**src/rtl/uart_pkg.sv**
```systemverilog
// ----------------------------------------------------------------------------
// uart_pkg
// Shared definitions for the FullUART transmit path: the frame FSM state
// type, frame geometry, line-level constants and the frame builder that
// turns a byte plus line configuration into the 11 slots sent on the wire.
// ----------------------------------------------------------------------------
package uart_pkg;

    typedef enum logic {
        IDLE = 1'b0,
        SEND = 1'b1
    } tx_state_e;

    // Bit times per frame: start, 8 data/parity slots, parity-or-mark, stop.
    localparam int   FRAME_BITS = 11;

    localparam logic START = 1'b0;
    localparam logic STOP  = 1'b1;
    localparam logic MARK  = 1'b1;

    // Frame vector, bit i is slot i on the line (slot 0 = start bit).
    // 8-bit mode: {stop, P, d7..d0, start}
    // 7-bit mode: {stop, mark, P, d6..d0, start}
    // P is the parity bit when enabled (odd when ohel=1), mark otherwise.
    function automatic logic [FRAME_BITS-1:0] build_frame(
        input logic [7:0] data,
        input logic       eight,
        input logic       pen,
        input logic       ohel
    );
        logic par;
        if (eight) begin
            par         = pen ? (^data ^ ohel) : MARK;
            build_frame = {STOP, par, data, START};
        end else begin
            par         = pen ? (^data[6:0] ^ ohel) : MARK;
            build_frame = {STOP, MARK, par, data[6:0], START};
        end
    endfunction

endpackage

```
**src/rtl/uart_bit_timer.sv**
```systemverilog
// ----------------------------------------------------------------------------
// uart_bit_timer
// Bit-time timer for the UART transmitter. While enabled it counts
// 0..k-1 and wraps; btu flags the last cycle of each bit time. While
// disabled it is held at 0 so every frame starts on a fresh bit time.
//
// Ports
//   clk  in          system clock
//   rst  in          asynchronous, active-high reset
//   en   in          count enable (engine is sending)
//   k    in  DIV_W   clocks per bit time, must be >= 1
//   btu  out         bit-time-up, high on the count k-1 cycle
// ----------------------------------------------------------------------------
module uart_bit_timer #(
    parameter int DIV_W = 20
) (
    input  logic             clk,
    input  logic             rst,
    input  logic             en,
    input  logic [DIV_W-1:0] k,
    output logic             btu
);

    localparam logic [DIV_W-1:0] ONE = DIV_W'(1);

    logic [DIV_W-1:0] cnt_q, cnt_d;
    logic             at_end;

    assign at_end = (cnt_q == (k - ONE));
    assign btu    = en & at_end;

    // NOTE: combinational next-state logic assigns a default first so no
    // path leaves cnt_d unassigned, which would infer a latch.
    always_comb begin
        cnt_d = cnt_q;
        if (!en || at_end) begin
            cnt_d = '0;
        end else begin
            cnt_d = cnt_q + ONE;
        end
    end

    // NOTE: sequential state is updated with non-blocking assignments so
    // every flop samples pre-edge values regardless of block ordering.
    always_ff @(posedge clk or posedge rst) begin
        if (rst) begin
            cnt_q <= '0;
        end else begin
            cnt_q <= cnt_d;
        end
    end

endmodule

```
**src/rtl/uart_tx_engine.sv**
```systemverilog
// ----------------------------------------------------------------------------
// uart_tx_engine
// Transmit-side controller for the FullUART. Accepts one byte per load
// handshake, builds the 11-slot frame from the byte and the line config
// present at the load edge, and shifts it out LSB first, one slot per
// bit time. Loads while a frame is in flight are ignored.
//
// Ports
//   clk      in          system clock
//   rst      in          asynchronous, active-high reset
//   baud_k   in  DIV_W   clocks per bit time, 0 treated as 1
//   eight    in          1 = 8 data bits, 0 = 7 data bits
//   pen      in          parity enable
//   ohel     in          parity sense, 1 = odd, 0 = even
//   tx_data  in  8       byte to send
//   tx_load  in          load request, accepted when tx_rdy is high
//   tx_rdy   out         engine idle, a load will be accepted
//   tx_out   out         serial line, idles at mark (1)
//   tx_done  out         one-cycle pulse at the end of each frame
// ----------------------------------------------------------------------------
module uart_tx_engine
    import uart_pkg::*;
#(
    parameter int DIV_W = 20
) (
    input  logic             clk,
    input  logic             rst,
    input  logic [DIV_W-1:0] baud_k,
    input  logic             eight,
    input  logic             pen,
    input  logic             ohel,
    input  logic [7:0]       tx_data,
    input  logic             tx_load,
    output logic             tx_rdy,
    output logic             tx_out,
    output logic             tx_done
);

    localparam logic [DIV_W-1:0] K_MIN     = DIV_W'(1);
    localparam logic [3:0]       LAST_SLOT = 4'(FRAME_BITS - 1);

    tx_state_e             state_q;
    logic [3:0]            bit_cnt_q;
    logic [FRAME_BITS-1:0] shift_q;
    logic [DIV_W-1:0]      k_q;
    logic                  tx_rdy_q;
    logic                  tx_done_q;

    logic [FRAME_BITS-1:0] frame_d;
    logic [DIV_W-1:0]      k_d;
    logic                  btu;

    assign frame_d = build_frame(tx_data, eight, pen, ohel);
    assign k_d     = (baud_k == '0) ? K_MIN : baud_k;

    // Timer runs only during SEND and compares against the divisor latched
    // at load, so baud_k changes mid-frame cannot stretch a slot.
    uart_bit_timer #(
        .DIV_W (DIV_W)
    ) u_bit_timer (
        .clk (clk),
        .rst (rst),
        .en  (state_q == SEND),
        .k   (k_q),
        .btu (btu)
    );

    // Shift register holds all ones when idle, so its LSB drives the line
    // directly: mark when idle, start bit the cycle after a load.
    always_ff @(posedge clk or posedge rst) begin
        if (rst) begin
            state_q   <= IDLE;
            bit_cnt_q <= '0;
            shift_q   <= '1;
            k_q       <= K_MIN;
            tx_rdy_q  <= 1'b1;
            tx_done_q <= 1'b0;
        end else begin
            tx_done_q <= 1'b0;
            case (state_q)
                IDLE: begin
                    bit_cnt_q <= '0;
                    if (tx_load) begin
                        shift_q  <= frame_d;
                        k_q      <= k_d;
                        tx_rdy_q <= 1'b0;
                        state_q  <= SEND;
                    end
                end
                SEND: begin
                    if (btu) begin
                        shift_q <= {MARK, shift_q[FRAME_BITS-1:1]};
                        // Stopping at the last slot keeps the 4-bit
                        // counter from ever wrapping.
                        if (bit_cnt_q == LAST_SLOT) begin
                            bit_cnt_q <= '0;
                            tx_rdy_q  <= 1'b1;
                            tx_done_q <= 1'b1;
                            state_q   <= IDLE;
                        end else begin
                            bit_cnt_q <= bit_cnt_q + 4'd1;
                        end
                    end
                end
                default: state_q <= IDLE;
            endcase
        end
    end

    assign tx_rdy  = tx_rdy_q;
    assign tx_out  = shift_q[0];
    assign tx_done = tx_done_q;

endmodule

```
**config.mk**
```make
export PLATFORM = sky130hd
export DESIGN_NAME = uart_tx_engine
export DESIGN_NICKNAME = d
export VERILOG_FILES = /design/src/rtl/uart_pkg.sv /design/src/rtl/uart_bit_timer.sv /design/src/rtl/uart_tx_engine.sv
export SDC_FILE = /design/constraint.sdc
export NUM_CORES = 1
export LEC_CHECK = 0
export BUFFER_PORTS_ARGS = -buffer_cell sky130_fd_sc_hd__buf_2
export CELL_PAD_IN_SITES_DETAIL_PLACEMENT = 0
export CELL_PAD_IN_SITES_GLOBAL_PLACEMENT = 1
export CORE_AREA = 2 2 93 95
export CTS_CLUSTER_DIAMETER = 80
export DETAILED_ROUTE_END_ITERATION = 8
export DIE_AREA = 0 0 95 97
export GPL_TIMING_DRIVEN = 0
export PLACE_DENSITY = 0.86
export SLEW_MARGIN = 40
export SYNTH_ARGS = -nofsm -noshare
export SYNTH_HDL_FRONTEND = slang
export SYNTH_HIERARCHICAL = 1
export SYNTH_SLANG_ARGS = --single-unit
export TNS_END_PERCENT = 30
```
**constraint.sdc**
```tcl
create_clock -name clk -period 3.7 [get_ports clk]
set_input_delay 0.555 -clock clk [delete_from_list [all_inputs] [get_ports clk]]
set_output_delay 0.555 -clock clk [all_outputs]
set_load 0.01 [all_outputs]
```
[Word-level counts from Yosys, hierarchy flattened]
Index checks and enable logic that the tools add are counted.
Widths: inputs -> output; s select.
Storage, ports and cells
  ROM bits: 0
  flip-flop bits (word level): 58
  output and inout bits: 3
  bits of input ports: 34
  memory bits (writable): 0
  bits in latches: 0
  memories: 0
Operators by class
  equality and inequality tests: 5
  mux-type cells: 22
  reductions and logical operators: 8
  bitwise logic cells: 4
  add/subtract/negate cells: 3
  multiply operators: 0
  shift operators: 0
  order comparisons: 0
  div/mod/pow operators: 0
Operators with widths (count)
  $mux 20: 2
  $mux 11: 2
  $pmux 11 s2: 1
  $add 20x1->20 const B: 1
  $eq 20x20->1: 1
  $logic_not 20->1: 1
  $sub 20x1->20 const B: 1
  $mux 1: 11
  $mux 10: 1
  $mux 4: 2
  $pmux 4 s2: 1
  $reduce_xor 8->1: 1
  $reduce_xor 7->1: 1
  $add 4x1->4 const B: 1
  $eq 4x4->1 const B: 1
  $ne 2x1->1 const B: 2
  $pmux 1 s2: 2
  $reduce_and 2->1: 2
  $reduce_and 3->1: 1
  $ne 2x2->1 const B: 1
  $xor 1x1->1: 2
  $and 1x1->1: 1
  $logic_not 1->1: 1
  $logic_or 1x1->1: 1
  $not 1->1: 1

[Longest topological paths before layout]
  depth in word-level cells: 6
  gate-level depth with buffers: 14

[Hierarchy]
The synthesis kept the hierarchy.
By module, submodules not included
  uart_bit_timer: cells each 220, times used 1, area each 1864.3 um^2, sequential area each 500.5 um^2
  uart_tx_engine: cells each 191, times used 1, area each 1779.2 um^2, sequential area each 940.9 um^2

[Worst setup path before layout]
OpenSTA, ideal clock, no wires.
  kind: register to register
  start point: reg k_q[0]
  end point: reg bit_cnt_q[0]
  setup slack: 0.671 ns
  buffers on the path: 2
  setup time: 0.065 ns
  data arrival time: 2.964 ns
  period minus slack after synthesis: 3.029 ns
  cell stages (with the launch flop): 14
  path through: dfstp_2 inv_1 ha_1 or3b_4 nor2_1 or3_1 o32ai_2 o21ai_0 nor4_1 and2_1 clkbuf_1 buf_2 nor3b_1 o21a_1
Between the ends
  cells in the longest elaborated chain, start to end: 4
RTL lines
  start, declared: RTL line uart_tx_engine.sv:45  | logic [DIV_W-1:0] k_q;
  start signal, assigned: RTL line uart_tx_engine.sv:85  | k_q <= k_d;
  $sub 20x1->20: RTL line uart_bit_timer.sv:29  | assign at_end = (cnt_q == (k - ONE));
  $eq 20x20->1: RTL line uart_bit_timer.sv:29
  $and 1x1->1: RTL line uart_bit_timer.sv:30  | assign btu = en & at_end;
  named net btu: RTL line uart_tx_engine.sv:51  | logic btu;
  $ne 2x1->1 (no line)
  end signal, assigned: RTL line uart_tx_engine.sv:101  | bit_cnt_q <= bit_cnt_q + 4'd1;
  end, declared: RTL line uart_tx_engine.sv:43  | logic [3:0] bit_cnt_q;
The timed path passes the listed nets, and every way through them passes these cells.
A chain may end at the register's enable or synchronous reset.

[Worst setup path after layout]
  start point: reg k_q[1]
  end point: reg bit_cnt_q[0]
The elaborated chain is that of the path after synthesis.

==> metrics.txt <==
Main synth FF type dfrtp_1; syn_nets between 400 and 500; WP data required slightly below 4 ns; Die Footprint around 9200 um^2; HPWL Detailed 5.830 mm; worst slack, placed about 0.059 ns; synthesized cell area around 3600 um^2; maximum vdd drop about 0.22 mV; fin crit share 0.8935; Core Area 8134 um^2; Clock transition at path regs roughly 0.060 ns; die width about 95 um; worst-skew pair later-pin latency ~0.34 ns; post-route cell area 4163 um^2; Gate Count Post-Synth ~400; Total GRT Usage 0.1825; H-tree depth 3; Mean Syn Cell Area 8.865 um^2; RSZ-0062 raised after global routing false; final wirelength 7.586 mm; placed inst area 3970 um^2; Leakage 1.848 nW; Reg2Reg Setup Slack 0.39 ns; Post-synth ARST share 1.000; pin count of the biggest net entering global routing 26; vias slightly below 3k; CTS Sinks 57; slowest stage delay, CP roughly 0.44 ns; GRT met2 Usage 0.2706; Worst Skew approximately 0.009 ns; fin crit period roughly 3.3 ns; initial DRC count 141; FF+latch count, synth between 50 and 60; Non-Filler Instances 567; max cap viols 0; layer with the highest usage met2; max-slew violation count 0; share of cells above drive strength 1 0.2316; Nets between 400 and 500; Via density 5.173; Worst setup EP type flip-flop; outcome finished clean; CP Max Fanout 10; final setup fails 0; initial antenna violation count 0; grt ovf 0; Hold WC Path Type in2async; Ant. Diodes 0; critical path startpoint category flip-flop; slowest cell on the critical path or3b_4; Crit path top cell by count nor4_1; WL/cell between 10 and 15 um; Inst Count DP around 550; final worst setup slack approximately 0.39 ns; Inserted Clock Buffers 9; critical path, cell by cell inv_1 > ha_1 > or3b_4 > nor3_2 > xnor2_1 > nor4_1 > nand4_1 > nor4_1 > and2_2 > clkbuf_4 > nor3b_1 > o21a_1; Root Driver clkbuf_8; synth unique cells 57; PortBufs 35; # DRC 0; Max Fclk just over 0.3 GHz; Rows 33; final hold violation count 0; Worst-Margin Slew 0.6890 ns; number of flops mapped to enable cells by yosys 0; pwr/cell area 436.9 nW/um^2; met1 Resource Use GR 0.2637; Final Wtd Congestion about 0.84; kind of critical path reg2reg; Die Y just under 100 um; register area share after synthesis 0.3956; Critical R2R Launch k_q[1]; synth warn 6; R2R cell count 12; CTS tree yes; fill count around 760; Setup Buffers After CTS 0; Area growth syn-to-layout 14.25%; GR Util met3 0.02804; vias in the first global route slightly below 3k; post-route antenna net violation count 0; Finished Core Util 0.5118; final setup TNS 0 ns; Longest Clk Path Bufs 2; Relative slew margins 0.5378; I/O pins 37; drt pass-1 iters 4; RR Endpoint bit_cnt_q[0]; worst path arrival time approximately 3.6 ns; Starting Density 0.4479; first-pass GRT wire length ~13 mm
[cell usage in the layout, fill, tap and decap left out, types with 10 or more instances in the layout]
| master | instances |
|---|---|
| a21oi_1 | 21 |
| and3_1 | 11 |
| buf_2 | 39 |
| clkbuf_1 | 10 |
| clkbuf_8 | 13 |
| dfrtp_1 | 45 |
| dfstp_2 | 12 |
| inv_1 | 10 |
| nand2_1 | 73 |
| nand3_1 | 13 |
| nor2_1 | 18 |
| nor2_2 | 20 |
| nor2b_1 | 15 |
| nor4_1 | 10 |
| xnor2_1 | 31 |
| xor2_1 | 19 |
[what timing repair did]
action | in CTS | in global routing
hold buffers | 0 | 0
endpoints found under the setup margin | 0 | 13
resized for setup | 0 | 2
[worst max path at each step]
stage               startpoint           end  slack, ns  depth (start not counted)
floorplan               k_q[0]  bit_cnt_q[0]       0.67                         13
global placement        k_q[0]  bit_cnt_q[0]       0.15                         13
detailed placement      k_q[1]  bit_cnt_q[0]       0.06                         13
CTS                     k_q[1]  bit_cnt_q[0]       0.05                         13
global route            k_q[1]  bit_cnt_q[0]       0.06                         12
finish                  k_q[1]  bit_cnt_q[0]       0.39                         12
[final cells by class]
type	count	area [um^2]	share of cell area
clock buffers	14	182.7	0.04388
plain buffers	17	95.09	0.02284
well taps	105	131.4	0.03156
inverters	12	45.04	0.01082
flip-flops and latches	57	1441	0.3463
repair buffers	36	195.2	0.04689
clock inverters	2	10.01	0.002405
multi-input cells	324	2062	0.4953
[where the power goes]
part	internal (mW)	switching, mW	leakage (nW)
combinational	0.218	0.229	1.04
sequential	0.719	0.104	0.709
clock	0.314	0.235	0.102
[kinds of logic (layout without fill, tap and decap cells)]
logic type / Yosys count / after routing / synth area share
adder cells (fa/ha/maj): 4 / 4 / 0.01374
AND/OR/NAND/NOR: 202 / 202 / 0.2950
XOR/XNOR: 50 / 50 / 0.1202
multiplexers: 10 / 10 / 0.02816
flip-flops: 57 / 57 / 0.3956
buffers and inverters: 30 / 81 / 0.03880
AO/OA/AOI/OAI: 58 / 58 / 0.1085
[through the flow]
stage | hold slack [ns] | total power, mW
after floorplan | 0.4403 | 1.166
after global placement | 0.4648 | 1.262
after detailed placement | 0.4737 | 1.281
after CTS | 0.1671 | 1.835
after global routing | 0.2038 | 1.931
final | 0.1779 | 1.819
[Yosys cell counts (10+ instances only)]
cell type / number / area share
dfstp_2: 12 / 0.087
nor4_1: 10 / 0.017
and3_1: 11 / 0.019
a21oi_1: 21 / 0.029
xor2_1: 19 / 0.046
nor2_1: 18 / 0.019
nor2_2: 20 / 0.034
nor2b_1: 15 / 0.026
xnor2_1: 31 / 0.075
nand2_1: 73 / 0.075
clkbuf_1: 10 / 0.010
inv_1: 12 / 0.012
nand3_1: 13 / 0.018
dfrtp_1: 45 / 0.31
[sequential cells by signal (all words and copies together) (netlist names)]
name               cells
k_q                   20
u_bit_timer/cnt_q     20
shift_q               10
bit_cnt_q              4
state_q                1
tx_done                1
tx_rdy                 1
[routing by layer]
layer	share of wire	up-vias
li1	-	1502
met5	0	-
met2	0.44	46
met4	0.017	0
met1	0.51	1376
met3	0.030	9
[worst max-delay path: cells and delay by family, from the launching register on]
family	cells	cell delay, ns
fa+ha+maj	1	0.21
simple gates	7	2.02
buf+inv	2	0.35
xor+xnor	1	0.08
flops	1	0.42
compound gates	1	0.15
Power figures use the tool's default switching activity.
